**src/rtl/lfsr_backoff_sched_pkg.sv**
```systemverilog
// Shared types and widths for the LFSR backoff scheduler.
package lfsr_backoff_sched_pkg;

   typedef enum logic [1:0] {
      ST_IDLE,
      ST_LOAD,
      ST_COUNT,
      ST_DONE
   } state_t;

   localparam int unsigned LFSR_W  = 14;
   localparam int unsigned CNT_W   = 15;
   localparam int unsigned WIN_MAX = 14;

   // Exponents above WIN_MAX clamp; exponent 0 yields an all-zero mask.
   function automatic logic [CNT_W-1:0] win_mask(input logic [3:0] win_exp);
      logic [3:0] win;
      win = (win_exp > 4'(WIN_MAX)) ? 4'(WIN_MAX) : win_exp;
      return (CNT_W'(1) << win) - CNT_W'(1);
   endfunction

endpackage

```
**src/rtl/lfsr_backoff_sched_rr_arbiter.sv**
```systemverilog
// Combinational round-robin arbiter: first set request at or after ptr, wrapping.
module lfsr_backoff_sched_rr_arbiter #(
   parameter int unsigned P_NUM_REQ = 4,
   parameter int unsigned P_PTR_W   = 2
) (
   input  logic [P_NUM_REQ-1:0] req,
   input  logic [P_PTR_W-1:0]   ptr,
   output logic [P_NUM_REQ-1:0] grant,
   output logic                 any
);

   logic               found;
   logic [P_PTR_W-1:0] idx;

   always_comb begin
      grant = '0;
      found = 1'b0;
      idx   = '0;
      for (int unsigned i = 0; i < P_NUM_REQ; i++) begin
         idx = P_PTR_W'((32'(ptr) + i) % P_NUM_REQ);
         if (!found && req[idx]) begin
            grant[idx] = 1'b1;
            found      = 1'b1;
         end
      end
   end

   assign any = |req;

endmodule

```
**src/rtl/lfsr_backoff_sched.sv**
```systemverilog
// Shares one LFSR stream among requesters: arbitrate, sample a windowed delay,
// count it down and report done (or abort if the owner withdraws).
module lfsr_backoff_sched
   import lfsr_backoff_sched_pkg::*;
#(
   parameter int unsigned P_NUM_REQ = 4,
   parameter int unsigned P_MIN_GAP = 8,
   parameter int unsigned P_LFSR_W  = LFSR_W
) (
   input  logic                 i_clk,
   input  logic                 i_rst,
   input  logic [P_LFSR_W-1:0]  i_lfsr_value,
   input  logic [P_NUM_REQ-1:0] i_req,
   input  logic [3:0]           i_win_exp,
   output logic [P_NUM_REQ-1:0] o_grant,
   output logic [P_NUM_REQ-1:0] o_done,
   output logic                 o_abort,
   output logic                 o_busy,
   output logic [CNT_W-1:0]     o_delay_cnt
);

   localparam int unsigned PTR_W = (P_NUM_REQ > 1) ? $clog2(P_NUM_REQ) : 1;

   state_t               state_q, state_d;
   logic [PTR_W-1:0]     ptr_q, ptr_d, owner_q, owner_d, win_idx, ptr_nxt;
   logic [P_NUM_REQ-1:0] arb_grant, grant_d, done_d;
   logic                 any_req, abort_d, busy_d;
   logic [CNT_W-1:0]     cnt_d, load_val;

   lfsr_backoff_sched_rr_arbiter #(
      .P_NUM_REQ (P_NUM_REQ),
      .P_PTR_W   (PTR_W)
   ) u_arb (
      .req   (i_req),
      .ptr   (ptr_q),
      .grant (arb_grant),
      .any   (any_req)
   );

   always_comb begin
      win_idx = '0;
      for (int unsigned i = 0; i < P_NUM_REQ; i++) begin
         if (arb_grant[i]) win_idx = PTR_W'(i);
      end
   end

   assign load_val = (CNT_W'(i_lfsr_value) & win_mask(i_win_exp)) + CNT_W'(P_MIN_GAP);
   assign ptr_nxt  = (owner_q == PTR_W'(P_NUM_REQ - 1)) ? '0 : owner_q + 1'b1;

   // Outputs are computed from the next state so that they appear registered
   // in the same cycle the state register enters the corresponding state.
   always_comb begin
      state_d = state_q;
      owner_d = owner_q;
      ptr_d   = ptr_q;
      cnt_d   = o_delay_cnt;
      grant_d = o_grant;
      done_d  = '0;
      abort_d = 1'b0;
      unique case (state_q)
         ST_IDLE: begin
            if (any_req) begin
               owner_d = win_idx;
               grant_d = arb_grant;
               state_d = ST_LOAD;
            end
         end
         ST_LOAD: begin
            cnt_d   = load_val;
            state_d = ST_COUNT;
         end
         ST_COUNT: begin
            if (!i_req[owner_q]) begin
               abort_d = 1'b1;
               grant_d = '0;
               cnt_d   = '0;
               ptr_d   = ptr_nxt;
               state_d = ST_IDLE;
            end else if (o_delay_cnt == '0) begin
               done_d  = o_grant;
               state_d = ST_DONE;
            end else begin
               cnt_d = o_delay_cnt - 1'b1;
            end
         end
         ST_DONE: begin
            grant_d = '0;
            ptr_d   = ptr_nxt;
            state_d = ST_IDLE;
         end
         default: state_d = ST_IDLE;
      endcase
      busy_d = (state_d != ST_IDLE);
   end

   always_ff @(posedge i_clk) begin
      if (i_rst) begin
         state_q     <= ST_IDLE;
         ptr_q       <= '0;
         owner_q     <= '0;
         o_delay_cnt <= '0;
         o_grant     <= '0;
         o_done      <= '0;
         o_abort     <= 1'b0;
         o_busy      <= 1'b0;
      end else begin
         state_q     <= state_d;
         ptr_q       <= ptr_d;
         owner_q     <= owner_d;
         o_delay_cnt <= cnt_d;
         o_grant     <= grant_d;
         o_done      <= done_d;
         o_abort     <= abort_d;
         o_busy      <= busy_d;
      end
   end

endmodule

```
**config.mk**
```make
export PLATFORM = sky130hd
export DESIGN_NAME = lfsr_backoff_sched
export DESIGN_NICKNAME = d
export VERILOG_FILES = /design/src/rtl/lfsr_backoff_sched_pkg.sv /design/src/rtl/lfsr_backoff_sched_rr_arbiter.sv /design/src/rtl/lfsr_backoff_sched.sv
export SDC_FILE = /design/constraint.sdc
export NUM_CORES = 1
export LEC_CHECK = 0
export BUFFER_PORTS_ARGS = -buffer_cell sky130_fd_sc_hd__buf_2
export CAP_MARGIN = 20
export CORE_AREA = 2 2 66 99
export CTS_CLUSTER_DIAMETER = 80
export DETAILED_ROUTE_END_ITERATION = 8
export DIE_AREA = 0 0 68 101
export SLEW_MARGIN = 20
export SYNTH_ARGS = -nofsm -noshare
export SYNTH_HDL_FRONTEND = slang
export SYNTH_SLANG_ARGS = --single-unit
```
**constraint.sdc**
```tcl
create_clock -name i_clk -period 4.01 [get_ports i_clk]
set_clock_uncertainty 0.15 [all_clocks]
set_input_delay 0.6015 -clock i_clk [delete_from_list [all_inputs] [get_ports i_clk]]
set_output_delay 0.6015 -clock i_clk [all_outputs]
set_load 0.1 [all_outputs]
```
==> impl_metrics.ini, run 1 <==
[critical_path]
cp_max_fo = 23
endpoint_kind = flop
start_kind = input pin
cpMaxStageDelayCell = or4_1
path_delay_family = simple AND/OR/NAND/NOR gates
cp_num_buf_inv = 1
path_cells = buf_2, nor3_1, nand2b_1, ha_1, nor2b_1, o21bai_1, a21boi_0, ha_1, nand2_1, nor2_1, and3_1, or4_1, a21oi_1
cpMostUsedCell = ha_1
critPathRequiredTime_ns = 4.08
cp.arrival_ns = 3.32
slowest_delay_ns = 0.53
path_class = in -> reg

[timing]
tightest_slew_ns = 0.661
min_period_over_period = 0.811
drv_slew = 0
setup_viol = 0
fmax_mhz = 307
setup_slack_ns = 0.756
rsz0062_at_grt = no
fin_tns_setup_ns = 0
hold_viol = 0
relSlewSlack = 0.556
fin_crit_ns = 3.25

[clocking]
ctsRootBufferMaster = clkbuf_8
cts.sinks = 31
numCtsBuffers = 5
ctsHoldBuffers = 0
cts_buffer_depth = 2
cts_setup_buffers = 0
cts-resized-gates = 0
h-tree-depth = 2
cts_tree = done
clkTransAtPathRegs_ns = 0.07
insertion_delay_ns = 0.29

[detailed_routing]
via_per_inst = 5.82
wirelength_um = 6410
first_pass_iters = 4
drt_iter0_markers = 134
wire_per_inst_um = 15.8
vias = 2358
drc = 0
drtAntennaViolNets = 0

[min_path]
min_path_type = reg -> reg

[finish]
multiInputGateArea_mm2 = 0.00160
postLayoutCoreUtil = 0.446
drive_gt1_frac = 0.205
fill_cells = 636
insertedDiodeCount = 0
layout.nets = 363
syn2layout_area_growth_pct = 16.3
postLayoutCellArea_mm2 = 0.00270
ff_latch_area_um2 = 621

[place]
placed_cell_area_mm2 = 0.00258
gp_congestion = 0.843
place_ws_ns = 0.464
portBuffers = 48
dpl.hpwl_um = 4940

[floorplanning]
die_w_um = 68
die-area_mm2 = 0.00687
core_mm2 = 0.00604
ios = 49
initial_core_util = 0.384
die_h_um = 101
rows = 35

[synthesis]
synth_top_area_share = 0.268
synth_cells = 291
synth_top_area_cell = dfxtp_1
async_reset_ff_frac = 0
syn_nets = 324
ys_top_cells_by_area = dfxtp_1 (27%), ha_1 (4.9%), nand2_1 (4.9%), o21ai_0 (4.7%), nor2_1 (4.4%)
ys_warn_count = 0
avgSynthCellArea_um2 = 7.97
synth_edf_count = 0
netlist_area_mm2 = 0.00232
ys.flop_type = dfxtp_1
ys_seq_area_frac = 0.268
synth.distinct_cells = 62
ys_seq_elements = 31

[job]
max-cap-violations = 0

[global_route]
met1_usage = 0.195
grt.busiest_layer = met2
grt_pass1_wl_um = 10100
use_met3 = 0.0324
grt_start_max_net_pins = 31
grt_pass1_vias = 2208
antenna_found_initial = 0
grt_use_met2 = 0.366
grtUsageTotal = 0.193
gr-total-overflow = 0

[power]
irDropWorstVdd_v = 0.000179
power_density_mw_per_mm2 = 503
p_total_w = 0.00136
p_leak_nw = 1.06

[run_status]
status = complete, no violations
==> path summary, 6_finish.rpt <==
path | end | slack [ns] | cells past startpoint | startpoint
min reg2reg | o_done[0] | 0.34 | 1 | o_grant[0]
max reg2reg | owner_q[0] | 1.11 | 8 | ptr_q[0]
min | o_done[0] | 0.34 | 1 | o_grant[0]
max | o_delay_cnt[9] | 0.76 | 13 | i_win_exp[3]
==> placed cells by master, fill, tap and decap left out, types with 2 or more instances in the layout <==
cell | synthesis | layout
o211ai_1 | 4 | 4
dfxtp_1 | 31 | 31
inv_1 | 6 | 6
mux4_2 | 3 | 3
mux2i_1 | 2 | 2
o21bai_1 | 2 | 2
o21ai_0 | 22 | 22
o21a_1 | 6 | 6
and2_1 | 5 | 5
or4_1 | 3 | 3
a32oi_1 | 2 | 2
xor2_1 | 2 | 2
xnor2_1 | 2 | 2
nor2_1 | 27 | 27
a311oi_1 | 3 | 3
a2bb2oi_1 | 2 | 2
clkbuf_8 | 0 | 6
nor3b_1 | 2 | 2
buf_2 | 4 | 48
a22oi_1 | 5 | 5
nor3_1 | 13 | 13
nor2b_1 | 7 | 7
nor4b_1 | 2 | 2
nand4b_1 | 2 | 2
nor4_1 | 6 | 6
or3_1 | 4 | 4
nand3_1 | 5 | 5
nand2_1 | 30 | 30
mux4_1 | 2 | 2
nand2b_1 | 5 | 5
a221oi_1 | 2 | 2
a21o_1 | 4 | 4
a221o_2 | 2 | 2
a31oi_1 | 8 | 8
nand3b_1 | 2 | 2
a21oi_1 | 16 | 16
ha_1 | 9 | 9
nand4_1 | 2 | 2
and3_1 | 4 | 4
==> per-layer routing <==
metal,vias up,share of wire
met5,-,0
met4,0,0.027
met3,14,0.039
met2,71,0.55
met1,1089,0.38
li1,1184,-
==> layout make-up <==
cell class | count | area share
multi-input combinational | 237 | 0.592
sequential | 31 | 0.230
timing repair buffer | 49 | 0.0919
tap | 74 | 0.0343
clock buffer | 6 | 0.0306
clock inverter | 2 | 0.0130
inverter | 6 | 0.00835
==> where the power goes <==
group	internal (W)	total, W	switching [W]	leakage, nW
sequential	0.000346	0.000395	0.0000497	0.253
combinational	0.000182	0.000635	0.000452	0.749
clock	0.000201	0.000326	0.000125	0.0612
==> kinds of logic after synthesis <==
logic type               synth area share
AND/OR/NAND/NOR                     0.298
AO/OA/AOI/OAI                       0.266
flip-flops                          0.268
buffers and inverters              0.0443
adder cells (fa/ha/maj)            0.0486
multiplexers                       0.0604
XOR/XNOR                           0.0151
==> per-stage QoR <==
| stage | hold slack (ns) | instances |
|---|---|---|
| 2_1_floorplan | 0.347 | 291 |
| 3_3_place_gp | 0.332 | 397 |
| 3_5_place_dp | 0.334 | 397 |
| 4_1_cts | 0.349 | 405 |
| 5_1_grt | 0.363 | 405 |
| 6_report | 0.344 | 405 |
==> sequential cells by signal (all words and copies together) (netlist names) <==
signal	flops
o_busy	1
o_grant	4
ptr_q	2
o_done	4
state_q	2
owner_q	2
o_abort	1
o_delay_cnt	15
==> cell usage after synthesis, drive strengths merged, types with 3 or more instances <==
master and number:
dfxtp 31, nand2 30, nor2 27, o21ai 22, a21oi 16, nor3 13, clkbuf 9, ha 9
a31oi 8, buf 8, nor2b 7, nor4 7, inv 6, o21a 6, a22oi 5, and2 5
mux4 5, nand2b 5, nand3 5, a21o 4, a311oi 4, and3 4, o211ai 4, or3 4
nor3b 3, nor4b 3, or4 3
No activity file was read; power rests on OpenSTA's default activity.
==> run 2: changes to the inputs <==
Clock period 4.01 ns to 3.1 ns, I/O delays scaled along.
==> run 2 against run 1 <==
- die area unchanged
- sequential cell count unchanged
- final cell count up 2.0%
- count of clock-buffer cells in the layout unchanged
- global-route usage up 0.55 points
- critical path type is now reg -> reg
- largest cell class unchanged
==> impl_metrics.ini, run 2 (synthesized netlist as in run 1, its figures left out) <==
[timing]
fin_tns_setup_ns = 0
fin_crit_ns = 2.69
drv_slew = 0
rsz0062_at_grt = no
hold_viol = 0
fmax_mhz = 371
setup_slack_ns = 0.408
relSlewSlack = 0.341
setup_viol = 0
min_period_over_period = 0.869
tightest_slew_ns = 0.988

[power]
p_clk_frac = 0.238
irDropWorstVdd_v = 0.000209
p_int_w = 0.000956
p_leak_nw = 1.10
switching_share = 0.461
p_comb_frac = 0.477
p_switching_w = 0.000817
power_density_mw_per_mm2 = 639
power_frac_seq = 0.285

[critical_path]
endpoint_kind = flop
path_class = reg -> reg
critPathRequiredTime_ns = 3.11
start_kind = flop
cp_max_fo = 12
cp.arrival_ns = 2.70

[clocking]
ctsHoldBuffers = 0
insertion_delay_ns = 0.29
cts_buffer_depth = 2
h-tree-depth = 2
numCtsBuffers = 5
ctsRootBufferMaster = clkbuf_8
cts_tree = done
cts-resized-gates = 0
clkTransAtPathRegs_ns = 0.07
cts.sinks = 31
cts_setup_buffers = 0

[detailed_routing]
via_per_inst = 5.84
first_pass_iters = 5
wirelength_um = 6480
wire_per_inst_um = 15.7
vias = 2412
drc = 0
drtAntennaViolNets = 0
drt_iter0_markers = 106

[floorplanning]
die_h_um = 101
core_mm2 = 0.00604
ios = 49
die-area_mm2 = 0.00687
rows = 35
die_w_um = 68
initial_core_util = 0.384

[finish]
postLayoutCellArea_mm2 = 0.00277
drive_gt1_frac = 0.236
fill_cells = 630
regMostFlops = o_delay_cnt
insertedDiodeCount = 0
instances_no_fill = 413
largest_reg_flops = 15
final_cell_mix = buf_2 (48), dfxtp_1 (31), nand2_1 (30)
final_common_cell = buf_2
syn2layout_area_growth_pct = 19.6
layout.nets = 371
largestRegisters = o_delay_cnt x15, o_done x4, o_grant x4

[global_route]
grt_pass1_vias = 2380
grt_pass1_wl_um = 10500
gr-total-overflow = 0
grt_start_max_net_pins = 31
antenna_found_initial = 0
grtUsageTotal = 0.199

[job]
max-cap-violations = 0

[place]
placed_cell_area_mm2 = 0.00266
gp_congestion = 0.818
place_ws_ns = 0.131
portBuffers = 48
dp_cells = 405
dpl.hpwl_um = 5000

[run_status]
status = complete, no violations

[min_path]
min_path_type = reg -> reg
==> run 2: final timing paths <==
path,from,cells after the start,slack [ns],endpoint
worst max-delay path,o_delay_cnt[0],8,0.41,o_delay_cnt[10]
worst min-delay path,o_grant[0],1,0.34,o_done[0]
worst max register to register,o_delay_cnt[0],8,0.41,o_delay_cnt[10]
worst min register to register,o_grant[0],1,0.34,o_done[0]
==> run 2: layout make-up <==
| class | count | area [um2] | area share |
|---|---|---|---|
| inverter | 6 | 22.5 | 0.00812 |
| multi-input combinational | 237 | 1610 | 0.581 |
| timing repair buffer | 57 | 308 | 0.111 |
| sequential | 31 | 621 | 0.224 |
| tap | 74 | 92.6 | 0.0334 |
| clock buffer | 6 | 82.6 | 0.0298 |
| clock inverter | 2 | 35.0 | 0.0126 |
==> run 2: through the flow <==
| step | power (W) | hold WS [ns] | utilization |
|---|---|---|---|
| after floorplan | 0.00118 | 0.347 | - |
| after global placement | 0.00135 | 0.323 | 0.439 |
| after detailed placement | 0.00136 | 0.329 | 0.439 |
| after CTS | 0.00178 | 0.345 | 0.459 |
| after global routing | 0.00187 | 0.359 | 0.459 |
| final | 0.00177 | 0.338 | 0.459 |
==> run 2: worst max-delay path, stage by stage, from the launching register on <==
cell	delay, ns
dfxtp_1	0.40
inv_1	0.09
ha_1	0.23
or4b_4	0.25
nor2b_1	0.10
a32oi_1	0.83
o21ai_0	0.20
a22oi_1	0.22
o211ai_1	0.10
==> run 2: layer usage <==
layer  share of wire  track usage
met1            0.39        0.205
met2            0.54        0.370
met3           0.038       0.0279
met4           0.029        0.103
met5               0            0
==> run 2: power by group through the flow <==
stage	registers, W	clock network [W]	logic (W)
6_report	0.000505	0.000422	0.000845
5_1_grt	0.000514	0.000444	0.000916
4_1_cts	0.000504	0.000429	0.000845
3_5_place_dp	0.000513	0	0.000842
3_3_place_gp	0.000512	0	0.000836
2_1_floorplan	0.000754	0	0.000428
